==> src/rtl/nibble_serial_add_ctrl_pkg.sv <==
// Shared definitions for the nibble-serial adder sequencer: slice width and FSM encodings.
package nibble_serial_add_ctrl_pkg;

    localparam int NIB_W = 4;

    typedef enum logic [1:0] {
        ST_IDLE = 2'd0,
        ST_RUN  = 2'd1,
        ST_DONE = 2'd2
    } state_t;

endpackage

==> src/rtl/nibble_serial_add_ctrl_add4.sv <==
// nibble_add4: 4-bit ripple-carry slice reused once per clock by the serial sequencer.
module nibble_add4
    import nibble_serial_add_ctrl_pkg::*;
(
    input  logic             cin,
    input  logic [NIB_W-1:0] x,
    input  logic [NIB_W-1:0] y,
    output logic [NIB_W-1:0] s,
    output logic             cout
);

    logic [NIB_W:0] c;

    always_comb begin
        c[0] = cin;
        s    = '0;
        for (int i = 0; i < NIB_W; i++) begin
            s[i]   = x[i] ^ y[i] ^ c[i];
            c[i+1] = (x[i] & y[i]) | (c[i] & (x[i] ^ y[i]));
        end
        cout = c[NIB_W];
    end

endmodule

==> src/rtl/nibble_serial_add_ctrl.sv <==
// WIDTH-bit add (and, with SUB_EN defined, subtract) computed one nibble per clock, LSB first.
// Build option: define SUB_EN to honour the sub input; otherwise the block is add-only.
//
// state   | meaning
// IDLE    | in_ready=1, waiting for operands
// RUN     | one nibble per clock through the slice, NIBS cycles
// DONE    | out_valid=1, result held until out_ready
module nibble_serial_add_ctrl
    import nibble_serial_add_ctrl_pkg::*;
#(
    parameter int WIDTH = 32
) (
    input  logic             clk,
    input  logic             rst_n,
    input  logic             in_valid,
    output logic             in_ready,
    input  logic [WIDTH-1:0] a,
    input  logic [WIDTH-1:0] b,
    input  logic             cin,
    input  logic             sub,
    output logic             out_valid,
    input  logic             out_ready,
    output logic [WIDTH-1:0] sum,
    output logic             cout,
    output logic             overflow
);

    localparam int NIBS = WIDTH / NIB_W;
    localparam int CW   = (NIBS > 1) ? $clog2(NIBS) : 1;
    localparam logic [CW-1:0] LAST = CW'(NIBS - 1);

    state_t           state, state_nxt;
    logic [WIDTH-1:0] a_sh, y_sh, res_sh, res_nxt;
    logic             carry;
    logic [CW-1:0]    cnt;
    logic             sub_eff;
    logic [NIB_W-1:0] s4;
    logic             c4;
    logic             last_nib;

`ifdef SUB_EN
    assign sub_eff = sub;
`else
    logic unused_sub;
    assign unused_sub = sub;
    assign sub_eff    = 1'b0;
`endif

    nibble_add4 u_slice (
        .cin  (carry),
        .x    (a_sh[NIB_W-1:0]),
        .y    (y_sh[NIB_W-1:0]),
        .s    (s4),
        .cout (c4)
    );

    assign res_nxt   = {s4, res_sh[WIDTH-1:NIB_W]};
    assign last_nib  = (cnt == LAST);
    assign in_ready  = (state == ST_IDLE);
    assign out_valid = (state == ST_DONE);

    always_ff @(posedge clk) begin
        if (!rst_n) state <= ST_IDLE;
        else        state <= state_nxt;
    end

    always_comb begin
        state_nxt = state;
        case (state)
            ST_IDLE: if (in_valid)  state_nxt = ST_RUN;
            ST_RUN:  if (last_nib)  state_nxt = ST_DONE;
            ST_DONE: if (out_ready) state_nxt = ST_IDLE;
            default:                state_nxt = ST_IDLE;
        endcase
    end

    always_ff @(posedge clk) begin
        if (!rst_n) begin
            a_sh     <= '0;
            y_sh     <= '0;
            res_sh   <= '0;
            carry    <= 1'b0;
            cnt      <= '0;
            sum      <= '0;
            cout     <= 1'b0;
            overflow <= 1'b0;
        end else begin
            if (state == ST_IDLE && in_valid) begin
                a_sh  <= a;
                y_sh  <= sub_eff ? ~b : b;
                carry <= sub_eff ? 1'b1 : cin;
                cnt   <= '0;
            end else if (state == ST_RUN) begin
                a_sh   <= a_sh >> NIB_W;
                y_sh   <= y_sh >> NIB_W;
                res_sh <= res_nxt;
                carry  <= c4;
                cnt    <= cnt + 1'b1;
                if (last_nib) begin
                    // top nibble of the operands carries the sign bits
                    sum      <= res_nxt;
                    cout     <= c4;
                    overflow <= (a_sh[3] == y_sh[3]) && (s4[3] != a_sh[3]);
                end
            end
        end
    end

endmodule
==> config.mk <==
export PLATFORM = sky130hd
export DESIGN_NAME = nibble_serial_add_ctrl
export DESIGN_NICKNAME = d
export VERILOG_FILES = /design/src/rtl/nibble_serial_add_ctrl_pkg.sv /design/src/rtl/nibble_serial_add_ctrl_add4.sv /design/src/rtl/nibble_serial_add_ctrl.sv
export SDC_FILE = /design/constraint.sdc
export NUM_CORES = 1
export LEC_CHECK = 0
export CAP_MARGIN = 20
export CORE_AREA = 2 2 76 150
export DETAILED_ROUTE_END_ITERATION = 8
export DIE_AREA = 0 0 78 152
export HOLD_SLACK_MARGIN = 0.05
export PLACE_DENSITY = 0.77
export SLEW_MARGIN = 40
export SYNTH_ARGS = -nofsm -noshare
export SYNTH_HDL_FRONTEND = slang
export SYNTH_SLANG_ARGS = --single-unit
==> constraint.sdc <==
create_clock -name clk -period 2.6 [get_ports clk]
set_input_delay 0.52 -clock clk [delete_from_list [all_inputs] [get_ports clk]]
set_output_delay 0.52 -clock clk [all_outputs]
set_load 0.01 [all_outputs]
==> key figures, run 1 <==
Power
  – Leak: 2.44 nW
  – Worst vdd ir: 0.000675 V
  – Power Density: 761 nW/um2

Drt
  – Via/cell ratio: 5.43
  – Final ANT Viol Nets: 0
  – Via count: 4,833
  – DR iter-0 viols: 251
  – Routed wire per std cell: 14.2 um
  – Final WL: about 13,000 um
  – Residual DRC: 0
  – DR pass1 iterations: 7

Synthesis
  – Synth Area per Inst: 8.04 um2
  – Asr flop ratio synth: 0
  – Yosys cell types: 33
  – Synthesized area: 5290 um2
  – Post-Syn Nets: between 700 and 800
  – Number of synthesized flops with an enable pin: 0
  – Ys Warns: 0
  – Yosys reg bits: 132
  – Synth Instances: 658
  – Ys flop type: dfxtp_1
  – Seq/Total Area, Yosys: 0.500

Setup path
  – Startpoint types: register
  – Largest stage delay, worst path: 0.45 ns
  – CP Depth: 9
  – Nature of the critical path endpoint: register
  – CP max-delay cell: fa_1
  – R2R cell count: 9
  – Crit path DAT: 2.83 ns
  – WS Path Type: reg -> reg
  – Worst-path cell chain: fa_2 -> inv_2 -> fa_1 -> inv_1 -> fa_2 -> inv_2 -> fa_1 -> xor2_1 -> o41ai_2
  – Worst EP required: 2.91 ns
  – Crit path buf inv count: 3
  – Max Fanout on Critical Path: 3
  – CP top delay family: adder cells

Die
  – Initial Util: 0.489
  – Boundary pin count: 106
  – Die ar.: 11,900 um2
  – Rows: 54
  – Core area: around 11,000 um2
  – Die H: 152 um
  – Die X: 78 um

Place
  – Post-placement cell area: 6320 um2
  – PortBufs: 104
  – HPWL Detailed: 8580 um
  – Worst slack at placement: -0.000558 ns
  – # placed instances: 858
  – GP Congestion: 0.822

Clocking
  – Worst skew pair latency: 0.42 ns
  – Clock root buffer: clkbuf_16
  – Sink Count: 132
  – H-tree Lvls: 4
  – Post-CTS Setup Bufs: 0
  – Clk buf depth: 2
  – Clock transition at path regs: ~0.060 ns
  – Total CTS buffers: 17
  – CTS tree: built

STA
  – Final hold vios: 0
  – Fin. max-slew vios: 0
  – RSZ-0062 raised after global routing: false
  – Min Tclk post-route: between 2 and 3 ns
  – Worst-margin pin slew: 0.661 ns
  – Relative slew slack: 0.559
  – Ratio of final minimum period to clock period: 0.968
  – Setup violators final: 0
  – Fin Clk Skew: 0.00445 ns
  – PnR worst setup slack: 0.0836 ns
  – Fmax: 0.397 GHz
  – Final TNS setup: 0 ns

Finish
  – Layout area overhead: 32.1%
  – # nets final: 814
  – Final Instance Count excl. Fillers: 890
  – Layout cells sized above 1: 0.0893
  – Commonest non-fill, non-tap cell in the layout: nand2_1
  – Diode count: 0
  – Most frequent cells in the layout: nand2_1, a21oi_1, dfxtp_1
  – Final instance area: 6990 um2

Global routing
  – Overflow after GRT: 0
  – First-pass GRT wire length: 20,800 um
  – Vias in the first global route: 4,552
  – Total GRT Usage: 0.218
  – Largest net degree at the start of global routing: 64
  – Initial antenna violation count: 0

Flow run
  – Maxcap violations: 0

Status
  – Run status: completed

Worst hold path
  – Worst hold path cell count: 2
  – Min-Delay Path Class: reg -> reg
==> cells in the mapped netlist, types with 5 or more instances <==
library cell,n,area share
o21ai_0,18,0.017
buf_6,8,0.017
o221ai_1,8,0.013
o21ai_1,39,0.037
nor2_1,7,0.0050
buf_4,5,0.0071
dfxtp_1,132,0.50
buf_2,24,0.023
clkbuf_1,20,0.014
nand3_1,9,0.0085
nand2_1,170,0.12
or3b_2,8,0.013
a21oi_1,165,0.16
inv_1,9,0.0064
a211oi_1,5,0.0071
o22ai_1,5,0.0059
==> logic make-up after synthesis <==
group                    after synthesis  synth area share
XOR/XNOR                               2           0.00331
flip-flops                           132             0.500
adder cells (fa/ha/maj)                7            0.0222
AND/OR/NAND/NOR                      205             0.163
buffers and inverters                 67            0.0681
AO/OA/AOI/OAI                        245             0.244
==> metrics by stage <==
stage,hold WS (ns),utilization,total power [W]
after floorplan,0.430,-,0.00256
after global placement,0.438,0.584,0.00272
after detailed placement,0.446,0.584,0.00274
after CTS,0.451,0.646,0.00533
after global routing,0.464,0.647,0.00550
final,0.450,0.647,0.00532
==> path summary, 6_finish.rpt <==
check	from	slack, ns	endpoint
worst max-delay path	a_sh[0]	0.08	overflow
worst min-delay path	a_sh[9]	0.45	a_sh[5]
worst max register to register	a_sh[0]	0.08	overflow
worst min register to register	a_sh[9]	0.45	a_sh[5]
==> final cells by class <==
type / count / area (um2)
clock buffer: 19 / 453
clock inverter: 13 / 205
fill: 937 / 3820
inverter: 10 / 37.5
multi-input combinational: 459 / 2320
sequential: 132 / 2640
tap: 140 / 175
timing repair buffer: 117 / 1160
==> power breakdown <==
part           total (W)  internal [W]  switching [W]
sequential       0.00220       0.00213      0.0000690
clock            0.00261       0.00175       0.000864
combinational   0.000508      0.000235       0.000273
==> routing by layer <==
layer | vias to the layer above | part of all wire | track usage
li1 | 2391 | - | -
met1 | 2274 | 0.36 | 0.225
met2 | 135 | 0.56 | 0.403
met3 | 33 | 0.039 | 0.0493
met4 | 0 | 0.036 | 0.106
met5 | - | 0 | 0
==> worst register-to-register path: cells and delay by family, from the launching register on <==
family | cells | cell delay (ns)
xor gates and xnor gates | 1 | 0.18
DFF | 1 | 0.34
AOI/OAI and AO/OA | 1 | 0.34
adders and majority gates | 4 | 1.37
buffers and inverters | 3 | 0.18
==> timing repair <==
item,in CTS,in global routing
hold buffers,0,0
pin swaps,0,2
setup endpoints to repair,1,1
gates resized for setup,1,5
==> registers in the layout, indices dropped and copies added, names as in the netlist <==
name / count
a_sh: 32
sum: 32
y_sh: 32
res_sh: 28
cnt: 3
state: 2
carry: 1
cout: 1
overflow: 1
(Power assumes the default switching activity.)
==> run 2: changes to the inputs <==
--- a/config.mk
+++ b/config.mk
@@ -6,12 +6,13 @@
 export NUM_CORES = 1
 export LEC_CHECK = 0
 export CAP_MARGIN = 20
-export CORE_AREA = 2 2 76 150
+export CORE_AREA = 2 2 111 102
 export DETAILED_ROUTE_END_ITERATION = 8
-export DIE_AREA = 0 0 78 152
+export DIE_AREA = 0 0 113 104
 export HOLD_SLACK_MARGIN = 0.05
-export PLACE_DENSITY = 0.77
+export PLACE_DENSITY = 0.79
 export SLEW_MARGIN = 40
 export SYNTH_ARGS = -nofsm -noshare
 export SYNTH_HDL_FRONTEND = slang
+export SYNTH_HIERARCHICAL = 1
 export SYNTH_SLANG_ARGS = --single-unit
==> run 2 against run 1 <==
  * The flow now finishes with violations (design-rule violations)
  * Area after synthesis is 2.7% higher
  * Combinational power is 0.8% lower
  * Clock power is 7% lower
  * Total power is 3.6% lower
  * Die area is 0.88% lower
  * Sequential power hardly changed
  * Clock skew is 0.0056 ns higher
  * Critical path type unchanged
  * Largest power group unchanged
  * Highest routed layer unchanged
==> key figures, run 2 <==
Place
  – Post-placement cell area: 6510 um2 (+3.0%)
  – GP Congestion: 0.806 (-1.9%)
  – PortBufs: 104 (unchanged)
  – HPWL Detailed: 8070 um (-5.9%)

Die
  – Initial Util: 0.511 (+0.0216)
  – Boundary pin count: 106 (unchanged)
  – Die X: 113 um (+45%)
  – Core area: 10,600 um2 (-1.7%)
  – Rows: 36 (-33%)
  – Die ar.: 11,800 um2 (-0.88%)
  – Die H: 104 um (-32%)

Setup path
  – R2r startpoint: y_sh[0]
  – Worst EP required: 2.89 ns (-0.02 ns)
  – Startpoint types: register
  – Critical path launch point: y_sh[0]
  – WS Path Type: reg -> reg
  – Crit path DAT: 2.58 ns (-0.25 ns)
  – CP max-delay cell: fa_1
  – Largest stage delay, worst path: 0.41 ns (-0.04 ns)
  – Worst-path cell chain: fa_1 -> inv_1 -> fa_1 -> inv_1 -> fa_1 -> inv_1 -> fa_1 -> inv_1 -> nand3b_1 -> a21oi_1
  – Nature of the critical path endpoint: register
  – Max Fanout on Critical Path: 4 (+1)

Drt
  – Via/cell ratio: 5.40 (-0.48%)
  – DR iter-0 viols: 225 (-10%)
  – Residual DRC: 4 (+4)
  – DR pass1 iterations: 7 (unchanged)
  – Via count: 4,826 (-0.14%)
  – Final WL: 12,400 um (-2.1%)
  – Final ANT Viol Nets: 0 (unchanged)
  – Routed wire per std cell: 13.9 um (-2.4%)

Power
  – Total power: 0.00512 W (-3.6%)
  – Leak: 2.50 nW (+2.3%)
  – Worst vdd ir: 0.000469 V (-31%)
  – Power Density: 720 nW/um2 (-5.3%)

Clocking
  – Clock root buffer: clkbuf_16
  – Clock transition at path regs: 0.06 ns (about the same)
  – H-tree Lvls: 4 (unchanged)
  – Total CTS buffers: 17 (unchanged)
  – CTS tree: built
  – Resize count post-CTS: 0 (-1)
  – CTS Hold Bufs: 0 (unchanged)
  – Post-CTS Setup Bufs: 0 (unchanged)
  – Worst skew pair latency: 0.41 ns (about the same)
  – Sink Count: 132 (unchanged)
  – Clk buf depth: 2 (unchanged)

Global routing
  – Largest net degree at the start of global routing: 59 (-7.8%)
  – Overflow after GRT: 0 (unchanged)
  – Initial antenna violation count: 0 (unchanged)
  – First-pass GRT wire length: 20,500 um (-1.3%)
  – Total GRT Usage: 0.211 (-0.00730)
  – Vias in the first global route: 4,578 (+0.57%)

Synthesis
  – Yosys reg bits: 132 (unchanged)
  – Post-Syn Nets: 745 (+1.4%)
  – Cell taking the most area after synthesis: dfxtp_1
  – Seq/Total Area, Yosys: 0.487 (-0.0130)
  – Cell with the most instances after synthesis: nand2_1
  – Asr flop ratio synth: 0 (unchanged)
  – Yosys cell types: 31 (-6.1%)
  – Ys Warns: 6 (+6)
  – Synthesized area: 5430 um2 (+2.7%)
  – Ys flop type: dfxtp_1
  – Area fraction of the dominant cell type after synthesis: 0.487 (-0.0130)
  – Synth Instances: 669 (+1.7%)
  – Commonest cells in the netlist: nand2_1, dfxtp_1, a21oi_1
  – Largest cells by area after synthesis: dfxtp_1, nand2_1, a21oi_1
  – Synth Area per Inst: 8.12 um2 (+0.98%)
  – Number of synthesized flops with an enable pin: 0 (unchanged)

Worst hold path
  – Min-Delay Path Class: reg -> reg
  – HP Start: a_sh[26]

Finish
  – # nets final: 823 (+1.1%)
  – Diode count: 0 (unchanged)
  – Layout area overhead: 31.0%
  – Commonest non-fill, non-tap cell in the layout: nand2_1
  – Most frequent cells in the layout: nand2_1, dfxtp_1, a21oi_1
  – Layout cells sized above 1: 0.0750 (-0.0143)
  – Top Registers: a_sh (32), sum (32), y_sh (32)
  – Final instance area: 7110 um2 (+1.8%)

STA
  – Min Tclk post-route: 2.29 ns (-0.222 ns)
  – Fin Clk Skew: 0.0101 ns (+0.00564 ns)
  – Hold WS: 0.449 ns (-0.000544 ns)
  – Setup violators final: 0 (unchanged)
  – Final TNS setup: 0 ns (unchanged)
  – Fin. max-slew vios: 0 (unchanged)
  – Fmax: 0.436 GHz (+9.7%)
  – Worst-margin pin slew: 0.713 ns (+0.0526 ns)
  – Relative slew slack: 0.524 (-0.0344)
  – RSZ-0062 raised after global routing: false
  – Ratio of final minimum period to clock period: 0.883 (-0.0852)
  – Final hold vios: 0 (unchanged)

Status
  – Failing checks: design-rule violations
  – Run status: complete, but fails checks

Flow run
  – Maxcap violations: 0 (unchanged)
run 2: through the flow:
stage / utilization / setup slack [ns] / cells
finish: 0.669 / 0.305 / 893
global route: 0.669 / 0.130 / 893
CTS: 0.669 / 0.312 / 893
detailed placement: 0.612 / 0.365 / 861
global placement: 0.612 / 0.373 / 861
floorplan: - / 0.461 / 669
run 2: cell type report:
cell class              instances  area, um2
multi-input cells             467       2470
flip-flops and latches        132       2640
fillers                       901       3520
inverters                      12       45.0
clock inverters                14        176
well taps                     133        166
repair buffers                117       1180
clock buffers                  18        429
run 2: cell families after synthesis:
kind of cell,count (synthesis),share of synthesized area
XOR/XNOR,1,0.00161
adder cells (fa/ha/maj),6,0.0194
AO/OA/AOI/OAI,247,0.266
flip-flops,132,0.487
buffers and inverters,70,0.0624
AND/OR/NAND/NOR,213,0.164
run 2: worst paths after layout:
path	endpoint	slack (ns)	cells past startpoint
max reg2reg	overflow	0.31	10
max	overflow	0.31	10
min	a_sh[26]	0.45	2
min reg2reg	a_sh[26]	0.45	2
run 2: critical path, delay by kind of cell (launching register included):
family                     cells  cell delay (ns)
and+or+nand+nor                1             0.12
adders and majority gates      4             1.33
DFF                            1             0.34
AOI/OAI and AO/OA              1             0.06
buffers and inverters          4             0.32
run 2: metal layers:
metal,GRT usage,vias up,part of all wire
met5,0,-,0
met4,0.0767,0,0.018
met3,0.0484,21,0.060
met2,0.355,144,0.49
met1,0.264,2248,0.43
li1,-,2413,-
run 2: power by group:
| group | total [W] | leakage (nW) | switching, W | internal [W] |
|---|---|---|---|---|
| registers | 0.00219 | 1.08 | 0.0000691 | 0.00213 |
| logic | 0.000504 | 1.13 | 0.000264 | 0.000239 |
| clock network | 0.00242 | 0.291 | 0.000905 | 0.00152 |
| total | 0.00512 | 2.50 | 0.00124 | 0.00388 |
==> run 3: changes to the inputs <==
--- a/config.mk
+++ b/config.mk
@@ -6,13 +6,12 @@
 export NUM_CORES = 1
 export LEC_CHECK = 0
 export CAP_MARGIN = 20
-export CORE_AREA = 2 2 111 102
+export CORE_AREA = 5 5 114 105
 export DETAILED_ROUTE_END_ITERATION = 8
-export DIE_AREA = 0 0 113 104
+export DIE_AREA = 0 0 119 110
 export HOLD_SLACK_MARGIN = 0.05
-export PLACE_DENSITY = 0.79
+export PLACE_DENSITY = 0.78
 export SLEW_MARGIN = 40
 export SYNTH_ARGS = -nofsm -noshare
 export SYNTH_HDL_FRONTEND = slang
-export SYNTH_HIERARCHICAL = 1
 export SYNTH_SLANG_ARGS = --single-unit
==> run 3 against run 2 <==
  * Sequential share of layout area is 0.99 points higher
  * Register-to-register slack worse by 0.20 ns
  * The flow now finishes without violations
  * Design area fell by 2.6%
  * Clock-buffer cell count up 1
  * Largest power group unchanged
  * Combinational power is 2% higher
  * Routed wire length is 5.2% higher
==> key figures, run 3 (synthesis gave the netlist of run 1 again) <==
Status
  – Run status: completed

Setup path
  – Worst-path cell chain: fa_1 -> inv_1 -> fa_1 -> inv_1 -> fa_1 -> inv_1 -> fa_1 -> xor2_1 -> o41ai_1
  – Largest stage delay, worst path: 0.46 ns (+0.05 ns)
  – Nature of the critical path endpoint: register
  – WS Path Type: reg -> reg
  – Max Fanout on Critical Path: 3 (-1)
  – Crit path DAT: 2.79 ns (+0.21 ns)
  – CP max-delay cell: fa_1
  – Startpoint types: register
  – Worst EP required: 2.90 ns (about the same)
  – Most used cell, CP: fa_1

Finish
  – Layout area overhead: 31.0% (about the same)
  – # nets final: 814 (-1.1%)
  – Top Registers: a_sh (32), sum (32), y_sh (32)
  – Diode count: 0 (unchanged)
  – Layout cells sized above 1: 0.0800 (+0.00500)
  – Commonest non-fill, non-tap cell in the layout: nand2_1
  – Most frequent cells in the layout: nand2_1, a21oi_1, dfxtp_1

Flow run
  – Maxcap violations: 0 (unchanged)

STA
  – Relative slew slack: 0.627 (+0.103)
  – Ratio of final minimum period to clock period: 0.959 (+0.0760)
  – Final hold vios: 0 (unchanged)
  – Final TNS setup: 0 ns (unchanged)
  – Fmax: 0.401 GHz (-7.9%)
  – Hold WS: 0.443 ns (-0.00594 ns)
  – RSZ-0062 raised after global routing: false
  – Worst-margin pin slew: 0.558 ns (-0.155 ns)
  – Min Tclk post-route: 2.49 ns (+0.198 ns)
  – PnR worst setup slack: 0.108 ns (-0.198 ns)
  – Fin Clk Skew: 0.00862 ns (-0.00147 ns)
  – Fin. max-slew vios: 0 (unchanged)
  – Setup violators final: 0 (unchanged)

Global routing
  – Initial antenna violation count: 0 (unchanged)
  – Vias in the first global route: 4,683 (+2.3%)
  – Met3 Use GR: 0.0577 (+0.00928)
  – Total GRT Usage: 0.201 (-0.00983)
  – Grt met2 use: 0.347 (-0.00852)
  – First-pass GRT wire length: 21,600 um (+5.1%)
  – Overflow after GRT: 0 (unchanged)
  – GRT Max-Usage Layer: met2
  – Largest net degree at the start of global routing: 54 (-8.5%)
  – Grt met1 use: 0.239 (-0.0243)

Power
  – Cell Int Power: 0.00381 W (-1.8%)
  – Power Density: 731 nW/um2 (+1.6%)
  – Worst vdd ir: 0.000431 V (-7.9%)
  – Combinational Power Share: 0.101 (+0.003)
  – Flop pwr share: 0.433 (+0.004)
  – Sw Share: 0.248 (+0.00584)
  – Leak: 2.41 nW (-3.3%)
  – Net load switching power: 0.00126 W (+1.4%)
  – Clock power frac: 0.466 (-0.007)

Die
  – Die H: 110 um (+5.8%)
  – Core area: 10,600 um2 (unchanged)
  – Die X: 119 um (+5.3%)
  – Die ar.: 13,100 um2 (+11%)
  – Boundary pin count: 106 (unchanged)
  – Initial Util: 0.498 (-0.0133)
  – Rows: 36 (unchanged)

Drt
  – Via/cell ratio: 5.46 (+1.0%)
  – DR iter-0 viols: 337 (+50%)
  – Residual DRC: 0 (-4)
  – Via count: 4,822 (-0.083%)
  – Routed wire per std cell: 14.8 um (+6.4%)
  – Final ANT Viol Nets: 0 (unchanged)
  – DR pass1 iterations: 4 (-3)
  – Final WL: 13,100 um (+5.2%)

Clocking
  – H-tree Lvls: 4 (unchanged)
  – Clock transition at path regs: 0.06 ns (about the same)
  – Clock root buffer: clkbuf_16
  – Clk buf depth: 2 (unchanged)
  – Post-CTS Setup Bufs: 0 (unchanged)
  – CTS tree: built
  – Total CTS buffers: 17 (unchanged)
  – CTS Hold Bufs: 0 (unchanged)
  – Sink Count: 132 (unchanged)
  – Worst skew pair latency: 0.41 ns (about the same)

Worst hold path
  – Min-Delay Path Class: reg -> reg

Place
  – HPWL Detailed: 8610 um (+6.7%)
  – GP Congestion: 0.836 (+3.7%)
  – PortBufs: 104 (unchanged)
  – Worst slack at placement: 0.0702 ns (-0.295 ns)
-- run 3: cell types whose count changed in the layout (fill, tap and decap cells not counted), moves of 2 or more --
cell	change
a21oi_1	+56
o21ai_0	-20
nor2_1	+3
nand2b_1	+2
a21boi_1	-23
nand2_1	-13
inv_1	-2
a211oi_1	+5
o22ai_1	+4
a21boi_0	-46
o21ai_1	+19
-- run 3: repair_timing --
item | in CTS | in global routing
endpoints found under the hold margin | 0 | 0
resized for setup | 0 | 0
setup endpoints to repair | 0 | 1
-- run 3: power groups by stage --
stage          clock (W)  sequential [W]  combinational (W)
3_5_place_dp           0         0.00224           0.000509
4_1_cts          0.00240         0.00219           0.000514
6_report         0.00236         0.00220           0.000513
5_1_grt          0.00248         0.00221           0.000568
2_1_floorplan          0         0.00221           0.000342
3_3_place_gp           0         0.00223           0.000494
-- run 3: path summary, 6_finish.rpt --
kind	start	end	slack [ns]	cells past startpoint
worst max-delay path	a_sh[0]	overflow	0.11	9
worst min-delay path	y_sh[20]	y_sh[16]	0.44	2
worst max register to register	a_sh[0]	overflow	0.11	9
worst min register to register	y_sh[20]	y_sh[16]	0.44	2
-- run 3: final cells by class --
cell class,instances,area [um2]
fillers,899,3700
clock inverters,13,149
inverters,10,37.5
repair buffers,117,1180
flip-flops and latches,132,2640
clock buffers,19,443
well taps,133,166
multi-input cells,459,2310
-- run 3: layer usage --
layer  share of wire  routed length (um)
met4           0.015                 200
met5               0                   0
met3           0.063                 821
met2            0.50                6460
met1            0.43                5570
-- run 3: through the flow --
stage                     instances  cell area (um2)   util  power, W
final                           883             6930  0.652   0.00507
after global placement          851             6340  0.596   0.00272
after floorplan                 658             5290      -   0.00256
after global routing            883             6930  0.652   0.00526
after detailed placement        851             6340  0.596   0.00275
after CTS                       883             6930  0.652   0.00510
-- run 3: worst max-delay path: cells and delay by family (launching register included) --
family                   cells  cell delay, ns
adder cells (fa/ha/maj)      4            1.43
AO/OA/AOI/OAI                1            0.24
buffers and inverters        3            0.21
flip-flops                   1            0.34
XOR/XNOR                     1            0.17
